==> src/rtl/uart_tx_fifo.sv <==
// uart_tx_fifo: byte buffer and launch sequencer in front of the UART transmitter.
//
// Host logic pushes bytes at clock rate into a circular FIFO. The sequencer pops
// one byte, presents it on tx_din, pulses tx_first for one cycle and then waits for
// a fresh rising edge on tx_done. After GAP_CYCLES idle cycles it launches the next
// byte.
//
// Parameters:
//   DEPTH      FIFO entries (power of two, >= 2)
//   ADDR_W     pointer width, log2(DEPTH)
//   GAP_CYCLES idle cycles after tx_done before the next launch (>= 1)
//
// Ports:
//   clk       system clock
//   rst       asynchronous active-low reset
//   wr_data   byte to enqueue
//   wr_en     enqueue strobe, one byte per cycle
//   clr_ovf   clears the sticky overflow flag
//   full      count == DEPTH
//   empty     count == 0
//   count     bytes stored, not counting the byte in flight
//   overflow  sticky, set when a write is dropped
//   busy      sequencer is not idle
//   tx_din    byte to the transmitter, held from launch to launch
//   tx_first  one-cycle start pulse to the transmitter
//   tx_done   transmitter completion input
module uart_tx_fifo #(
  parameter int unsigned DEPTH      = 16,
  parameter int unsigned ADDR_W     = 4,
  parameter int unsigned GAP_CYCLES = 2
) (
  input  logic              clk,
  input  logic              rst,
  input  logic [7:0]        wr_data,
  input  logic              wr_en,
  input  logic              clr_ovf,
  output logic              full,
  output logic              empty,
  output logic [ADDR_W:0]   count,
  output logic              overflow,
  output logic              busy,
  output logic [7:0]        tx_din,
  output logic              tx_first,
  input  logic              tx_done
);

  // Gap counter only has to hold GAP_CYCLES-1.
  localparam int unsigned GapW = (GAP_CYCLES > 1) ? $clog2(GAP_CYCLES) : 1;

  typedef enum logic [1:0] {
    StIdle,
    StWaitDone,
    StGap
  } state_e;

  state_e            state_q, state_d;
  logic [7:0]        mem [DEPTH];
  logic [ADDR_W-1:0] wr_ptr_q, wr_ptr_d;
  logic [ADDR_W-1:0] rd_ptr_q, rd_ptr_d;
  logic [ADDR_W:0]   count_q, count_d;
  logic              ovf_q, ovf_d;
  logic              done_q;
  logic [GapW-1:0]   gap_q, gap_d;
  logic [7:0]        din_q, din_d;
  logic              first_q, first_d;

  logic              push;
  logic              pop;
  logic              done_rise;

  assign full      = (count_q == (ADDR_W + 1)'(DEPTH));
  assign empty     = (count_q == '0);
  // full is the pre-edge value, so a write to a full FIFO is dropped even when a
  // pop happens on the same edge.
  assign push      = wr_en & ~full;
  assign pop       = (state_q == StIdle) & ~empty;
  // Only a 0->1 transition counts; a level already high at launch is ignored.
  assign done_rise = tx_done & ~done_q;

  // Sequencer next state.
  always_comb begin
    state_d = state_q;
    gap_d   = gap_q;
    din_d   = din_q;
    first_d = 1'b0;
    unique case (state_q)
      StIdle: begin
        if (!empty) begin
          din_d   = mem[rd_ptr_q];
          first_d = 1'b1;
          state_d = StWaitDone;
        end
      end
      StWaitDone: begin
        if (done_rise) begin
          gap_d   = GapW'(GAP_CYCLES - 1);
          state_d = StGap;
        end
      end
      StGap: begin
        if (gap_q == '0) begin
          state_d = StIdle;
        end else begin
          gap_d = gap_q - 1'b1;
        end
      end
      default: state_d = StIdle;
    endcase
  end

  // Pointer, occupancy and overflow next state.
  always_comb begin
    wr_ptr_d = wr_ptr_q;
    rd_ptr_d = rd_ptr_q;
    count_d  = count_q;
    ovf_d    = ovf_q;

    if (push) begin
      wr_ptr_d = wr_ptr_q + 1'b1;
    end
    if (pop) begin
      rd_ptr_d = rd_ptr_q + 1'b1;
    end

    unique case ({push, pop})
      2'b10:   count_d = count_q + 1'b1;
      2'b01:   count_d = count_q - 1'b1;
      default: count_d = count_q;
    endcase

    // A dropped write wins over a simultaneous clear.
    if (wr_en && full) begin
      ovf_d = 1'b1;
    end else if (clr_ovf) begin
      ovf_d = 1'b0;
    end
  end

  always_ff @(posedge clk or negedge rst) begin
    if (!rst) begin
      state_q  <= StIdle;
      wr_ptr_q <= '0;
      rd_ptr_q <= '0;
      count_q  <= '0;
      ovf_q    <= 1'b0;
      done_q   <= 1'b0;
      gap_q    <= '0;
      din_q    <= 8'h00;
      first_q  <= 1'b0;
    end else begin
      state_q  <= state_d;
      wr_ptr_q <= wr_ptr_d;
      rd_ptr_q <= rd_ptr_d;
      count_q  <= count_d;
      ovf_q    <= ovf_d;
      done_q   <= tx_done;
      gap_q    <= gap_d;
      din_q    <= din_d;
      first_q  <= first_d;
    end
  end

  // Storage array carries no reset; only entries below count are ever read.
  always_ff @(posedge clk) begin
    if (push) begin
      mem[wr_ptr_q] <= wr_data;
    end
  end

  assign count    = count_q;
  assign overflow = ovf_q;
  assign busy     = (state_q != StIdle);
  assign tx_din   = din_q;
  assign tx_first = first_q;

endmodule
==> config.mk <==
export PLATFORM = sky130hd
export DESIGN_NAME = uart_tx_fifo
export DESIGN_NICKNAME = d
export VERILOG_FILES = /design/src/rtl/uart_tx_fifo.sv
export SDC_FILE = /design/constraint.sdc
export NUM_CORES = 1
export LEC_CHECK = 0
export ABC_AREA = 1
export CAP_MARGIN = 0
export CORE_AREA = 2 2 115 117
export CTS_CLUSTER_DIAMETER = 80
export DETAILED_ROUTE_END_ITERATION = 8
export DIE_AREA = 0 0 117 119
export HOLD_SLACK_MARGIN = 0.12
export PLACE_DENSITY = 0.73
export SYNTH_ARGS = -nofsm -noshare
export SYNTH_HDL_FRONTEND = slang
export SYNTH_SLANG_ARGS = --single-unit
==> constraint.sdc <==
create_clock -name clk -period 5.2 [get_ports clk]
set_clock_uncertainty 0.1 [all_clocks]
set_input_delay 1.04 -clock clk [delete_from_list [all_inputs] [get_ports clk]]
set_output_delay 1.04 -clock clk [all_outputs]
set_load 0.005 [all_outputs]
==> impl_metrics.env <==
export IMPL_cts_root_buf="clkbuf_16"
export IMPL_multiInputGateArea_sq_um=1737
export IMPL_met2_length_um=7561
export IMPL_power_density_nw_per_um2=564.1
export IMPL_worstPathCellList="nor2_1, nand2_1, nor2_2, inv_1, nand2_1, inv_1, ha_1, xor2_1, ha_1, inv_1, nand2_1, nand3_1, nand2_1, xor2_1, nand2_1, nand2_1"
export IMPL_top_layer="met4"
export IMPL_dp_slack_ns=1.859
export IMPL_instances_no_fill=900
export IMPL_cts_setup_buffers=0
export IMPL_layout_min_cycle_time_ns=3.000
export IMPL_max_cap_violations=0
export IMPL_worst_pin_slew_ns=1.270
export IMPL_fin_ws_ns=2.200
export IMPL_ys_types=24
export IMPL_wl_per_cell_um=17.02
export IMPL_num_vias=4759
export IMPL_cp_top_family="simple AND/OR/NAND/NOR gates"
export IMPL_timing_rr_end="count[4]"
export IMPL_drt_iter0_markers=536
export IMPL_ir_worst_vdd_mv=0.4167
export IMPL_grtUsageTotal=0.2380
export IMPL_rows=42
export IMPL_wl_met3_um=1048
export IMPL_numClockSinks=155
export IMPL_synthesis_nets=709
export IMPL_p_total_w=0.004426
export IMPL_grt_pass1_vias=4527
export IMPL_worstSetupEndpointType="flip-flop"
export IMPL_start_kind="flip-flop"
export IMPL_grt_pass1_wl_um=24220
export IMPL_ios=31
export IMPL_setup_violations=0
export IMPL_grt_max_degree=68
export IMPL_cts_tree="built"
export IMPL_required_ns=5.42
export IMPL_r2r_cells=16
export IMPL_mostFrequentLayoutCells="nand2_1, edfxtp_1, inv_1"
export IMPL_post_dp_hpwl_um=9564
export IMPL_area_delta_synth_final_pct=13.97
export IMPL_dpl_cell_count=868
export IMPL_timing_rr_start="count[1]"
export IMPL_antenna_found_initial=0
export IMPL_tns_ns=0
export IMPL_holdBufCountCts=0
export IMPL_routedLengthMet1_um=6292
export IMPL_synthCells=687
export IMPL_cp_buffers_inverters=3
export IMPL_fill_cells=1021
export IMPL_drv_slew=0
export IMPL_cp_endpoint="count[4]"
export IMPL_dr_pass1_iters=5
export IMPL_seq_area_frac_synth=0.6564
export IMPL_gp_congestion=0.8792
export IMPL_start_util=0.5348
export IMPL_rrSetupSlack_ns=2.20
export IMPL_worstPathArrival_ns=3.22
export IMPL_core_area_sq_um=12870
export IMPL_layout_commonest_cell="nand2_1"
export IMPL_yosys_warnings=0
export IMPL_dieArea_sq_um=13920
export IMPL_avgSynthCellArea_sq_um=10.02
export IMPL_run_status="finished clean"
export IMPL_rsz0062_at_grt="false"
export IMPL_die_x_um=117
export IMPL_clkLatencyLatePin_ns=0.42
export IMPL_cts_max_level=4
export IMPL_vias_per_cell=5.288
export IMPL_drc_errors=0
export IMPL_finalHoldViolCount=0
export IMPL_nNetsFinal=733
export IMPL_cts_resized=0
export IMPL_max_freq_mhz=333.3
export IMPL_wl_um=15320
export IMPL_numCtsBuffers=17
export IMPL_slowest_stage="dfrtp_1"
export IMPL_synth_seq_cells=155
export IMPL_crit_path_frequent_cell="nand2_1"
export IMPL_power_leakage_nw=3.445
export IMPL_clk_path_buf_depth=2
export IMPL_diodes=0
export IMPL_postRouteAntennaNets=0
export IMPL_path_max_fanout=16
export IMPL_hold_ws_ns=0.3881
export IMPL_fin_crit_sh=0.5769
export IMPL_critical_path_max_stage_delay_ns=0.43
export IMPL_grt_remaining_overflow=0
export IMPL_path_depth=16
export IMPL_hold_path_class="reg2reg"
export IMPL_syn_area_sq_um=6885
export IMPL_die_h_um=119
export IMPL_register_area_sq_um=4521
export IMPL_drive_gt1_frac=0.05387
export IMPL_clkTransAtPathRegs_ns=0.06
export IMPL_port_buffers=30
export IMPL_critPathKind="reg2reg"
export IMPL_cp_startpoint="count[1]"
export IMPL_relSlewSlack=0.1470
report_power, final:
group / internal [W] / total, W / switching (W)
registers: 0.00155 / 0.00168 / 0.000129
logic: 0.000501 / 0.00152 / 0.00102
clock network: 0.000715 / 0.00123 / 0.000512
total: 0.00277 / 0.00443 / 0.00166
cell usage after synthesis, drive strengths merged:
| cell | number | area (sq um) |
|---|---|---|
| nor2 | 9 | 36.29 |
| a21boi | 1 | 7.510 |
| xor2 | 9 | 78.83 |
| clkinv | 2 | 7.510 |
| nand4 | 2 | 12.51 |
| inv | 120 | 450.4 |
| buf | 27 | 167.7 |
| edfxtp | 128 | 3844 |
| a21oi | 1 | 5.000 |
| ha | 9 | 112.6 |
| nor3 | 12 | 60.06 |
| o21bai | 1 | 7.510 |
| xnor2 | 1 | 8.760 |
| o21ai | 7 | 35.03 |
| clkbuf | 1 | 3.750 |
| nand2 | 227 | 857.1 |
| dfrtp | 27 | 675.7 |
| nand3 | 103 | 515.5 |
state kept, by name, summed over array words and instances, names as in the netlist:
register  count
done_q        1
wr_ptr_q      4
rd_ptr_q      4
mem         128
gap_q         1
overflow      1
tx_din        8
tx_first      1
state_q       2
count         5
metrics by stage:
stage	area (sq um)	utilization
6_report	7848	0.6095
5_1_grt	7848	0.6095
4_1_cts	7848	0.6095
3_5_place_dp	7258	0.5638
3_3_place_gp	7258	0.5638
2_1_floorplan	6885	-
metal layers:
metal | track usage | vias to the layer above
li1 | - | 2244
met4 | 0.1051 | 0
met1 | 0.3249 | 2275
met2 | 0.3699 | 211
met3 | 0.04936 | 29
met5 | 0 | -
cell type report:
| cell class | count | share of cell area |
|---|---|---|
| clock inverter | 15 | 0.02089 |
| sequential | 155 | 0.5761 |
| tap | 176 | 0.02806 |
| inverter | 122 | 0.05835 |
| clock buffer | 17 | 0.05421 |
| multi-input combinational | 382 | 0.2213 |
| timing repair buffer | 33 | 0.04114 |
kinds of logic (layout without fill, tap and decap cells):
kind of cell / after synthesis / after routing / synth area share
compound gates: 10 / 10 / 0.007995
flops: 155 / 155 / 0.6564
fa+ha+maj: 9 / 9 / 0.01636
xor+xnor: 10 / 10 / 0.01272
simple gates: 353 / 353 / 0.2152
buf+inv: 150 / 187 / 0.09140
worst min path at each step:
| stage | start | endpoint | cells after the start |
|---|---|---|---|
| floorplan | gap_q | state_q[1] | 2 |
| global placement | gap_q | state_q[1] | 2 |
| detailed placement | tx_din[7] | tx_din[7] | 2 |
| CTS | tx_din[7] | tx_din[7] | 2 |
| global route | gap_q | state_q[1] | 2 |
| finish | tx_din[4] | tx_din[4] | 2 |
worst register-to-register path, delay by kind of cell (launching register included):
kind,cells,cell delay [ns]
AND/OR/NAND/NOR,9,1.03
adder cells (fa/ha/maj),2,0.58
flip-flops,1,0.43
buffers and inverters,3,0.43
XOR/XNOR,2,0.33
(Power assumes the default switching activity.)
